**src/rtl/flop_pipe.sv**
```systemverilog
// -----------------------------------------------------------------------------
// flop_pipe
//
// Purpose:
//   WIDTH-bit, STAGES-deep register pipeline (delay line) with a valid bit per
//   stage, a global clock enable (stall), a flush that invalidates everything
//   in flight, and a registered occupancy count. Used to retime datapaths and
//   to match latency between parallel paths.
//
// Ports:
//   clk      in   1                  clock; all state updates on rising edge
//   reset    in   1                  synchronous, active-high reset
//   en       in   1                  advance pipeline one stage; 0 = hold
//   flush    in   1                  invalidate all in-flight entries
//   d        in   WIDTH              data into stage 0
//   d_valid  in   1                  d carries a valid item
//   q        out  WIDTH              data of the last stage
//   q_valid  out  1                  valid bit of the last stage
//   count    out  $clog2(STAGES+1)   number of stages holding valid items
//
// All outputs come straight from flops; there is no combinational path from
// any input to any output. Priority at each edge: reset > flush > en > hold.
// -----------------------------------------------------------------------------
module flop_pipe #(
    parameter int                WIDTH     = 4,
    parameter int                STAGES    = 3,
    parameter logic [WIDTH-1:0]  RESET_VAL = '0
) (
    input  logic                          clk,
    input  logic                          reset,
    input  logic                          en,
    input  logic                          flush,
    input  logic [WIDTH-1:0]              d,
    input  logic                          d_valid,
    output logic [WIDTH-1:0]              q,
    output logic                          q_valid,
    output logic [$clog2(STAGES+1)-1:0]   count
);

    localparam int CW = $clog2(STAGES + 1);

    logic [WIDTH-1:0]  data [STAGES];
    logic [STAGES-1:0] vld;
    logic [CW-1:0]     count_r;

    // Data path. Flush deliberately does not touch the data registers: they
    // keep shifting (or holding) so bubbles carry defined, non-X contents.
    always_ff @(posedge clk) begin
        if (reset) begin
            for (int i = 0; i < STAGES; i++) begin
                data[i] <= RESET_VAL;
            end
        end else if (en) begin
            data[0] <= d;
            for (int i = 1; i < STAGES; i++) begin
                data[i] <= data[i-1];
            end
        end
    end

    // Valid bits. Flush clears every stage, including the item arriving now.
    always_ff @(posedge clk) begin
        if (reset || flush) begin
            vld <= '0;
        end else if (en) begin
            vld[0] <= d_valid;
            for (int i = 1; i < STAGES; i++) begin
                vld[i] <= vld[i-1];
            end
        end
    end

    // Occupancy: one item may enter and one may leave per shift, so the count
    // can never exceed STAGES nor drop below zero; modular arithmetic in CW
    // bits gives the exact result for every in/out combination.
    always_ff @(posedge clk) begin
        if (reset || flush) begin
            count_r <= '0;
        end else if (en) begin
            count_r <= count_r + CW'(d_valid) - CW'(vld[STAGES-1]);
        end
    end

    assign q       = data[STAGES-1];
    assign q_valid = vld[STAGES-1];
    assign count   = count_r;

endmodule

```
**config.mk**
```make
export PLATFORM = sky130hd
export DESIGN_NAME = flop_pipe
export DESIGN_NICKNAME = d
export VERILOG_FILES = /design/src/rtl/flop_pipe.sv
export SDC_FILE = /design/constraint.sdc
export NUM_CORES = 1
export LEC_CHECK = 0
export ABC_AREA = 1
export BUFFER_PORTS_ARGS = -buffer_cell sky130_fd_sc_hd__buf_2
export CAP_MARGIN = 20
export CORE_UTILIZATION = 50
export CTS_CLUSTER_DIAMETER = 200
export CTS_CLUSTER_SIZE = 12
export DETAILED_ROUTE_END_ITERATION = 12
export MAX_ROUTING_LAYER = met4
export PLACE_DENSITY = 0.74
export SYNTH_ARGS = -nofsm -noshare
export SYNTH_HDL_FRONTEND = slang
export SYNTH_SLANG_ARGS = --single-unit
```
**constraint.sdc**
```tcl
create_clock -name clk -period 1.7 [get_ports clk]
set_input_delay 0.34 -clock clk [delete_from_list [all_inputs] [get_ports clk]]
set_output_delay 0.34 -clock clk [all_outputs]
set_load 0.02 [all_outputs]
```
==> impl_metrics.env <==
export IMPL_antenna_left=0
export IMPL_finalClockSkew_ps=2.03
export IMPL_fp_coreArea_mm2=0.00133
export IMPL_synth_largest_area_cell="edfxtp_1"
export IMPL_clock_sinks=17
export IMPL_worstPathArrival_ps=1540
export IMPL_place_gp_congestion=0.804
export IMPL_start_util=0.553
export IMPL_synthDominantCellAreaShare=0.489
export IMPL_syn_avg_cell_area_um2=9.57
export IMPL_grt_pass1_wl_mm=1.34
export IMPL_post_cts_buffers=0
export IMPL_synth_yosys_seq_area_share=0.625
export IMPL_synth_distinct_cells=12
export IMPL_hold_class="in2reg"
export IMPL_fillerInstances=112
export IMPL_dp_hpwl_um=648
export IMPL_maxCapViolCount=0
export IMPL_critPathMaxFanout=3
export IMPL_drt_iter0_markers=9
export IMPL_fp_dieW_um=40.4
export IMPL_grt_pass1_vias=349
export IMPL_setup_viol=0
export IMPL_synthMuxAreaShare=0
export IMPL_cts_resized=0
export IMPL_yosys_area_share_simple=0.160
export IMPL_via_count=459
export IMPL_holdPathStages=3
export IMPL_synth_area_um2=737
export IMPL_numCtsBuffers=3
export IMPL_drv_slew=0
export IMPL_diodes=0
export IMPL_h_tree_depth=1
export IMPL_wl_um=887
export IMPL_yosys_warnings=0
export IMPL_syn_to_final_growth_pct=10.9
export IMPL_grt_usage=0.139
export IMPL_nets=103
export IMPL_placementRows=13
export IMPL_post_route_period_util=0.770
export IMPL_synth_area_leaders="edfxtp_1, dfxtp_1, nor2_1, inv_1, buf_4"
export IMPL_outcome="completed"
export IMPL_port_buffers=15
export IMPL_synth_compound_area_share=0.0340
export IMPL_drc=0
export IMPL_cts_tree="built"
export IMPL_rsz0062_at_grt="false"
export IMPL_ir_worst_vdd_uv=715
export IMPL_ios=16
export IMPL_clockBufferDepth=2
export IMPL_antenna_found_initial=0
export IMPL_max_slew_worst_pin_slew_ps=474
export IMPL_tns_ps=0
export IMPL_cts_root_buffer="clkbuf_4"
export IMPL_grt_overflow=0
export IMPL_powerDensity_mw_per_mm2=920
export IMPL_wire_per_inst_um=8.37
export IMPL_fmaxAchievable_mhz=764
export IMPL_endpoint_kind="flop"
export IMPL_grt_max_degree=13
export IMPL_startpoint_type="flop"
export IMPL_postCtsHoldBufs=0
export IMPL_fin_crit_ps=1310
export IMPL_clk_latency_ps=280
export IMPL_ys_ff_latch=17
export IMPL_die_h_um=40.4
export IMPL_crit_type="reg2reg"
export IMPL_synthesis_instances=77
export IMPL_slew_headroom=0.683
export IMPL_avgViaCountPerCell=4.33
export IMPL_crit_required_ps=1930
export IMPL_synth_fp_nets=88
export IMPL_path_clk_slew_ps=90
export IMPL_leakagePower_nw=0.403
export IMPL_synthAdderAreaFrac=0.0340
export IMPL_reg2regPathDepth=9
export IMPL_hold_violations=0
export IMPL_synth_top_family_by_area="simple AND/OR/NAND/NOR gates"
export IMPL_die_area_mm2=0.00163
export IMPL_drive_gt1_frac=0.220
export IMPL_final_core_util=0.613
export IMPL_drt_pass1_iterations=4
export IMPL_yosys_area_share_xor_xnor=0
-- final cells by class --
class,instances,area (µm²),area share
Sequential cell,17,460,0.564
Multi-Input combinational cell,37,168,0.205
Timing Repair Buffer,15,75.1,0.0919
Inverter,18,67.6,0.0827
Clock buffer,3,22.5,0.0276
Tap cell,15,18.8,0.0230
Clock inverter,1,5.00,0.00613
-- metrics by stage --
step	power [mW]	hold slack (ps)	cells	setup WS (ps)	cell area [µm²]
floorplan	0.539	449	77	331	737
global placement	0.552	478	102	383	790
detailed placement	0.555	479	102	352	790
CTS	0.756	313	106	377	817
global route	0.779	335	106	277	817
finish	0.752	311	106	391	817
-- sequential cells by signal, summed over array words and instances (netlist names) --
| signal | count |
|---|---|
| count | 2 |
| data | 12 |
| vld | 3 |
-- Yosys cell counts (all sizes together) --
cell / number
nand4: 1
nor2: 23
edfxtp: 12
dfxtp: 5
buf: 5
nand2: 6
ha: 2
o21ai: 4
a21oi: 1
inv: 18
-- worst max-delay path, stage by stage, from the launching register on --
cell and delay, ps:
dfxtp_1 340, inv_1 60, ha_1 270, inv_1 40
ha_1 190, nand2_1 90, nand2_1 50, nor2_1 80
nor2_1 40, nor2_1 90
-- final timing paths --
path / start / to / slack, ps
max: count[0] / count[1] / 390
min: d_valid / vld[0] / 310
max reg2reg: count[0] / count[1] / 390
min reg2reg: vld[0] / vld[1] / 500
-- cells by family (layout without fill, tap and decap cells) --
group | Yosys count | count (layout)
buffers and inverters | 23 | 37
AO/OA/AOI/OAI | 5 | 5
flip-flops | 17 | 17
adder cells (fa/ha/maj) | 2 | 2
AND/OR/NAND/NOR | 30 | 30
-- cells in the final DEF (no fill, tap or decap) --
cell,count
nand2_1,5
buf_2,15
a21oi_1,1
inv_1,18
o21ai_0,4
ha_1,2
nand4_1,1
clkbuf_4,3
clkinv_2,1
nor2_1,23
edfxtp_1,12
nand2_2,1
dfxtp_1,5
-- per-layer routing --
layer	GRT usage	vias to the layer above	routed length [µm]
li1	-	257	-
met5	-	-	0
met2	0.194	12	373
met3	0.0500	2	50
met1	0.163	188	447
met4	0.100	0	16
-- report_power, final --
part           leakage [nW]  total [mW]  switching [mW]  internal [mW]
clock                0.0177       0.207           0.120         0.0874
sequential            0.173       0.474         0.00666          0.467
combinational         0.213      0.0705          0.0454         0.0251
total                 0.403       0.752           0.172          0.580
Power figures use the tool's default switching activity.
